`src/rtl/cache_fill_fsm.sv`:
```
// Cache miss fill controller: on a miss, fetches the 8-word block from main
// memory, writes each returned word into the data array, then writes the tag.
module cache_fill_fsm (
    input  logic        clk,
    input  logic        rst,
    input  logic        miss_detected,
    input  logic [15:0] miss_address,
    input  logic        memory_data_valid,
    output logic        fsm_busy,
    output logic        memory_request,
    output logic [15:0] memory_address,
    output logic        write_data_array,
    output logic [15:0] fill_address,
    output logic        write_tag_array
);

    typedef enum logic {
        IDLE = 1'b0,
        FILL = 1'b1
    } state_t;

    state_t      state_q, state_d;
    logic [11:0] base_q, base_d;
    logic [3:0]  req_cnt_q, req_cnt_d;
    logic [3:0]  rcv_cnt_q, rcv_cnt_d;

    always_ff @(posedge clk) begin
        if (rst) begin
            state_q   <= IDLE;
            base_q    <= '0;
            req_cnt_q <= '0;
            rcv_cnt_q <= '0;
        end else begin
            state_q   <= state_d;
            base_q    <= base_d;
            req_cnt_q <= req_cnt_d;
            rcv_cnt_q <= rcv_cnt_d;
        end
    end

    always_comb begin
        state_d          = state_q;
        base_d           = base_q;
        req_cnt_d        = req_cnt_q;
        rcv_cnt_d        = rcv_cnt_q;
        fsm_busy         = 1'b0;
        memory_request   = 1'b0;
        memory_address   = 16'h0000;
        write_data_array = 1'b0;
        fill_address     = 16'h0000;
        write_tag_array  = 1'b0;

        case (state_q)
            IDLE: begin
                // Combinational stall so the pipeline freezes in the detecting cycle.
                fsm_busy = miss_detected;
                if (miss_detected) begin
                    state_d   = FILL;
                    base_d    = miss_address[15:4];
                    req_cnt_d = 4'd0;
                    rcv_cnt_d = 4'd0;
                end
            end
            FILL: begin
                fsm_busy       = 1'b1;
                memory_address = {base_q, req_cnt_q[2:0], 1'b0};
                fill_address   = {base_q, rcv_cnt_q[2:0], 1'b0};
                if (req_cnt_q < 4'd8) begin
                    memory_request = 1'b1;
                    req_cnt_d      = req_cnt_q + 4'd1;
                end
                if (memory_data_valid && (rcv_cnt_q < 4'd8)) begin
                    write_data_array = 1'b1;
                    rcv_cnt_d        = rcv_cnt_q + 4'd1;
                    // Last word: tag goes in alongside the final data write.
                    if (rcv_cnt_q == 4'd7) begin
                        write_tag_array = 1'b1;
                        state_d         = IDLE;
                    end
                end
            end
            default: state_d = IDLE;
        endcase
    end

endmodule

```
`config.mk`:
```
export PLATFORM = sky130hd
export DESIGN_NAME = cache_fill_fsm
export DESIGN_NICKNAME = d
export VERILOG_FILES = /design/src/rtl/cache_fill_fsm.sv
export SDC_FILE = /design/constraint.sdc
export NUM_CORES = 1
export LEC_CHECK = 0
export ABC_AREA = 1
export CAP_MARGIN = 20
export CORE_MARGIN = 2
export CORE_UTILIZATION = 39
export DETAILED_ROUTE_END_ITERATION = 8
export GPL_TIMING_DRIVEN = 0
export PLACE_DENSITY_LB_ADDON = 0.25
export SLEW_MARGIN = 15
export SYNTH_ARGS = -nofsm -noshare
export SYNTH_HDL_FRONTEND = slang
export SYNTH_SLANG_ARGS = --single-unit
```
`constraint.sdc`:
```
create_clock -name clk -period 1.2 [get_ports clk]
set_input_delay 0.24 -clock clk [delete_from_list [all_inputs] [get_ports clk]]
set_output_delay 0.24 -clock clk [all_outputs]
set_load 0.01 [all_outputs]
```
======== Word level (Yosys, flattened, before mapping) ========
Index checks and enable logic that the tools add are counted.
cells by class
  $add $sub $neg .......................... 2
  order comparisons ....................... 2
  equality and inequality tests ........... 4
  mux-type cells .......................... 19
  bitwise logic cells ..................... 1
  reductions and logical operators ........ 4
operators with widths
  operator             number
  $mux 16              2
  $pmux 4 s2           2
  $mux 4               3
  $mux 1               10
  $add 4x1->4 const B  2
  $lt 4x4->1 const B   2
  $reduce_and 2->1     3
  $eq 4x3->1 const B   1
  $ne 2x1->1 const B   2
  $pmux 1 s2           2
  $ne 2x2->1 const B   1
  $logic_and 1x1->1    1
  $not 1->1            1
storage, ports and cells
  bits in registers ....................... 21
  input bits .............................. 20
  output and inout bits ................... 36
  word-level logic and storage cells ...... 36

======== Depth between registers and ports, before layout ========
Gate-level depths: netlist of the first run.
  depth after elaboration ................. 4
  depth in mapped cells ................... 6
  mapped depth without buffers ............ 6

======== Worst setup path after synthesis of the first run ========
No wires, ideal clock.
  path kind ............................... reg2out
  start point ............................. register state_q
  end point ............................... output port memory_address[10]
  data arrival time ....................... 989 ps
  data required time ...................... 960 ps
  setup slack ............................. -29 ps
  cell stages (with the launch flop) ...... 6
  path buffers ............................ 3
  path through ............................ dfxtp_1 buf_6 buf_2 nand2_1 inv_1 buf_4
between the ends
  longest elaborated chain between the ends .. 1
ends and longest elaborated chain
  item                    line  RTL
  from (decl)             22    state_t state_q, state_d;
  from (signal assigned)  34    state_q <= state_d;
  $mux 16                 53    case (state_q)
  to (decl)               11    output logic [15:0] memory_address,
Every way passes these cells.

======== Worst setup path after layout of the first run ========
  start point ............................. register state_q
  end point ............................... output port memory_address[12]
Same word-level chain as after synthesis.

==> results.py, run 1 <==
metrics = {
    "outcome": {
        "status": "finished with violations",
        "violations": "setup timing",
    },
    "setup_path": {
        "worstSetupEndpointType": "primary output",
        "crit_chain": "buf_8 > buf_6 > nand2_2 > inv_2 > buf_6 > buf_6",
        "crit_fanout": 5,
        "path_delay_family": "buffers and inverters",
        "cp_num_buf_inv": 5,
        "critPathLaunchType": "flop",
        "worst_path_largest_cell_delay_ps": 380,
        "cp_data_required_time_ps": 960,
        "critPathKind": "flop to primary output",
        "cp_slowest_cell": "dfxtp_4",
        "crit_path_frequent_cell": "buf_6",
        "critPathArrivalTime_ps": 1250,
    },
    "sta": {
        "finalSetupViolations": 34,
        "fin_skew_ps": 6.45,
        "setup_ws_ps": -293,
        "rsz0062_at_grt": "true",
        "whs_ps": 292,
        "finalCritPeriodShare": 1.24,
        "max_freq_mhz": 670,
        "hold_violations": 0,
        "drv_slew": 0,
        "fin_crit_ps": 1490,
        "tns_ps": -6890,
    },
    "run": {
        "max-cap-violations": 0,
    },
    "routing": {
        "avgViaCountPerCell": 4.65,
        "via_count": 1208,
        "ant_nets": 0,
        "dr.first_iter.drc_count": 26,
        "drc": 0,
        "wire_per_inst_um": 12.1,
        "wl_um": 3150,
        "drt_first_pass_iters": 4,
    },
    "clock_network": {
        "clk_pin_slew_ps": 130,
        "h-tree-depth": 1,
        "cts_buffers": 3,
        "ctsHoldBuffers": 0,
        "cts.sinks": 21,
        "cts-root-to-sink-buffers": 2,
        "cts_tree": "yes",
        "clk_latency_ps": 310,
        "cts_root_buffer": "clkbuf_4",
    },
    "placement": {
        "portBuffers": 49,
        "postPlaceCellArea_mm2": 0.00164,
        "dpl.hpwl_um": 2020,
        "gp_congestion": 0.795,
    },
    "logic_synthesis": {
        "synth_top_area_frac": 0.379,
        "synth-seq-cells": 21,
        "synthFlopType": "dfxtp_1",
        "syn_inst": 164,
        "synth_edf_count": 0,
        "synth_top_cell_by_area": "dfxtp_1",
        "synth.avg_cell_area_um2": 6.76,
        "synth.most_common_cell": "nor2_1",
        "synth_area_mm2": 0.00111,
        "ys_warn_count": 0,
        "synth_cell_type_count": 19,
        "netlist_top_cells_count": "nor2_1 (32), nand2_1 (29), inv_1 (24)",
        "synthArstFlopShare": 0,
        "synth_top_cells_by_area": "dfxtp_1 (38%), nor2_1 (11%), nand2_1 (9.8%)",
        "ys_seq_area_frac": 0.379,
    },
    "finish": {
        "area_growth_pct": 73.9,
        "diodes": 0,
        "nets": 252,
        "seq_area_um2": 427,
        "fillers": 223,
        "drive_gt1_frac": 0.489,
        "multi_input_area_um2": 557,
        "post-route-util": 0.705,
        "fin_area_mm2": 0.00193,
    },
    "global_route": {
        "grtUsageMet3": 0.0317,
        "use_met1": 0.203,
        "antenna_found_initial": 0,
        "grt_pass1_wl_um": 4930,
        "grt_use_met2": 0.353,
        "grt_pass1_vias": 1190,
        "grt-ovfl-total": 0,
        "groute.usage.overall": 0.188,
        "top_usage_layer": "met2",
        "grt_start_max_net_pins": 13,
    },
    "floorplanning": {
        "dieArea_mm2": 0.00329,
        "ios": 56,
        "fp.coreArea_mm2": 0.00273,
        "chipWidth_um": 57.3,
        "rows": 19,
        "initial_core_util": 0.405,
        "die_y_um": 57.3,
    },
    "worst_hold_path": {
        "hold_class": "input pin to flop",
    },
    "pwr": {
        "ir_worst_vdd_mv": 0.577,
        "powerDensity_mw_per_mm2": 817,
        "power.leakage_nw": 1.02,
        "total_power_mw": 1.58,
    },
}
final cells by class:
cell class | count | area share
plain buffers | 19 | 0.104
clock buffers | 3 | 0.0117
clock inverters | 1 | 0.00260
inverters | 27 | 0.0565
multi-input cells | 98 | 0.289
flip-flops and latches | 21 | 0.221
well taps | 31 | 0.0201
repair buffers | 60 | 0.295
through the flow:
| step | setup slack, ps | std cells |
|---|---|---|
| finish | -293 | 260 |
| detailed placement | -634 | 245 |
| CTS | -286 | 258 |
| floorplan | 24.2 | 165 |
| global placement | -644 | 245 |
| global route | -332 | 260 |
power by group:
part / total (mW) / switching (mW) / internal, mW
Sequential: 0.776 / 0.0375 / 0.739
Clock: 0.353 / 0.229 / 0.124
Combinational: 0.446 / 0.204 / 0.242
Total: 1.58 / 0.470 / 1.11
state kept, by name (all words and copies together) (netlist names):
name and flops:
base_q 12, rcv_cnt_q 4, req_cnt_q 4, state_q 1
routing by layer:
metal / part of all wire / up-vias
met5: 0 / -
met2: 0.53 / 45
li1: - / 612
met1: 0.38 / 543
met3: 0.063 / 8
met4: 0.023 / 0
final timing paths:
kind | from | endpoint | slack, ps | cells past startpoint
min | rst | rcv_cnt_q[1]$_SDFFE_PP0P_ | 290 | 2
min reg2reg | base_q[9]$_SDFFE_PP0P_ | base_q[9]$_SDFFE_PP0P_ | 510 | 2
max | state_q$_SDFF_PP0_ | memory_address[12] | -290 | 6
max reg2reg | state_q$_SDFF_PP0_ | base_q[3]$_SDFFE_PP0P_ | 40 | 6
layout by cell type, fill, tap and decap left out, types with 3 or more instances in the layout:
master	count
nor2_4	4
inv_1	10
nand3_1	4
buf_2	10
buf_6	41
nand2_2	10
a21oi_1	3
o21ai_1	3
buf_4	12
nand2_4	6
dfxtp_1	18
nor2_1	29
inv_2	14
clkdlybuf4s50_1	14
o21ai_0	15
clkbuf_4	3
inv_4	3
nand2_1	14
kinds of logic after synthesis:
logic type,count (synthesis),synth area share
AO/OA/AOI/OAI,23,0.109
flip-flops,21,0.379
buffers and inverters,46,0.226
AND/OR/NAND/NOR,71,0.260
other,1,0.00338
adder cells (fa/ha/maj),2,0.0226
timing repair:
item,in CTS,in global routing
pin swaps,14,3
endpoints found under the setup margin,34,45
cloned,2,0
hold endpoints to repair,0,0
gates resized for setup,214,20
buffers inserted,7,3
Power figures use the tool's default switching activity.
==> run 2, diff against run 1 <==
--- a/config.mk
+++ b/config.mk
@@ -11,6 +11,7 @@
 export CORE_UTILIZATION = 39
 export DETAILED_ROUTE_END_ITERATION = 8
 export GPL_TIMING_DRIVEN = 0
+export MAX_ROUTING_LAYER = met4
 export PLACE_DENSITY_LB_ADDON = 0.25
 export SLEW_MARGIN = 15
 export SYNTH_ARGS = -nofsm -noshare
==> run 2 against run 1 <==
The run still ends with setup timing left. Clock skew rose by 0.71 ps. First-iteration DRC count is 35% lower. Via count up 0.41%. Worst setup slack better by 3.3 ps. Sequential power is essentially flat. Sequential cell count is the same. Worst hold slack lost 2.9 ps.
==> results.py, run 2 (same netlist as run 1, synthesis figures left out) <==
metrics = {
    "pwr": {
        "powerDensity_mw_per_mm2": 816,
        "power_frac_seq": 0.494,
        "ir_worst_vdd_mv": 0.570,
        "power.leakage_nw": 1.02,
        "p_int_mw": 1.11,
        "pwr-share-comb": 0.284,
        "clkPwrFrac": 0.222,
        "power_switching_mw": 0.468,
        "p_sw_frac": 0.297,
    },
    "placement": {
        "gp_congestion": 0.806,
        "dp_cells": 245,
        "dpl.hpwl_um": 2020,
        "portBuffers": 49,
        "postPlaceCellArea_mm2": 0.00164,
    },
    "setup_path": {
        "crit_fanout": 5,
        "critPathKind": "flop to primary output",
        "critPathLaunchType": "flop",
        "critPathArrivalTime_ps": 1250,
        "worstSetupEndpointType": "primary output",
        "cp_data_required_time_ps": 960,
    },
    "sta": {
        "hold_violations": 0,
        "setup_ws_ps": -290,
        "whs_ps": 289,
        "finalSetupViolations": 34,
        "fin_crit_ps": 1490,
        "drv_slew": 0,
        "rsz0062_at_grt": "true",
        "finalCritPeriodShare": 1.24,
        "fin_skew_ps": 7.16,
        "tns_ps": -6780,
        "max_freq_mhz": 671,
    },
    "clock_network": {
        "cts_buffers": 3,
        "cts_root_buffer": "clkbuf_4",
        "clk_latency_ps": 310,
        "cts.sinks": 21,
        "cts-root-to-sink-buffers": 2,
        "clk_pin_slew_ps": 130,
        "h-tree-depth": 1,
        "cts_tree": "yes",
    },
    "finish": {
        "final_cell_mix": "buf_6 (41), nor2_1 (29), dfxtp_1 (18)",
        "top_register": "base_q",
        "largest_reg_flops": 12,
        "top_regs": "base_q: 12 flops, rcv_cnt_q: 4 flops, req_cnt_q: 4 flops",
        "diodes": 0,
        "fin_cells": 260,
        "fin_area_mm2": 0.00193,
        "drive_gt1_frac": 0.489,
        "final_common_cell": "buf_6",
        "area_growth_pct": 73.9,
        "nets": 252,
    },
    "floorplanning": {
        "die_y_um": 57.3,
        "fp.coreArea_mm2": 0.00273,
        "initial_core_util": 0.405,
        "rows": 19,
        "chipWidth_um": 57.3,
        "ios": 56,
        "dieArea_mm2": 0.00329,
    },
    "global_route": {
        "antenna_found_initial": 0,
        "grt-ovfl-total": 0,
        "grt_start_max_net_pins": 13,
        "groute.usage.overall": 0.194,
        "grt_pass1_vias": 1190,
        "grt_pass1_wl_um": 4930,
    },
    "routing": {
        "wl_um": 3160,
        "via_count": 1213,
        "avgViaCountPerCell": 4.67,
        "dr.first_iter.drc_count": 17,
        "drc": 0,
        "wire_per_inst_um": 12.2,
        "drt_first_pass_iters": 4,
        "ant_nets": 0,
    },
    "outcome": {
        "status": "finished with violations",
        "violations": "setup timing",
    },
    "worst_hold_path": {
        "hold_class": "input pin to flop",
    },
    "run": {
        "max-cap-violations": 0,
    },
}
-- run 2: cell counts in the layout (fill, tap and decap cells not counted) --
Identical to the previous run, type by type.
-- run 2: critical path: stages, from the launching register on --
cell and delay (ps):
dfxtp_4 380, buf_8 130, buf_6 130, nand2_2 60, inv_2 40, buf_6 100, buf_6 110
-- run 2: power groups by stage --
stage,combinational [mW],sequential [mW],clock [mW]
global route,0.481,0.784,0.400
detailed placement,0.347,0.783,0
finish,0.447,0.777,0.350
floorplan,0.186,0.776,0
CTS,0.429,0.771,0.350
global placement,0.341,0.780,0
-- run 2: final cells by class --
type                       instances  area [um2]
tap                               31        38.8
sequential                        21         427
timing repair buffer              60         569
buffer                            19         200
multi-input combinational         98         557
fill                             223         806
clock inverter                     1        5.00
inverter                          27         109
clock buffer                       3        22.5
-- run 2: metal layers --
metal	wire, um	GRT usage
met4	53	0.0864
met2	1700	0.353
met3	237	0.0317
met1	1170	0.203
met5	0	-
-- run 2: stage by stage --
stage	total power, mW	utilization	setup slack [ps]
after floorplan	0.962	-	24.2
after global placement	1.12	0.601	-644
after detailed placement	1.13	0.601	-634
after CTS	1.55	0.681	-286
after global routing	1.66	0.705	-332
final	1.57	0.705	-290
-- run 2: worst paths after layout --
check	end	slack (ps)	start	cells after the start
setup / recovery	memory_address[12]	-290	state_q$_SDFF_PP0_	6
hold / removal	rcv_cnt_q[1]$_SDFFE_PP0P_	290	rst	2
setup reg to reg	base_q[3]$_SDFFE_PP0P_	40	state_q$_SDFF_PP0_	6
hold reg to reg	base_q[9]$_SDFFE_PP0P_	510	base_q[9]$_SDFFE_PP0P_	2
-- run 2: what timing repair did --
item	CTS	global route
pin swaps	14	3
resized for setup	214	20
setup buffers	7	3
cloned	2	0
hold buffers	0	0
setup endpoints to repair	34	45
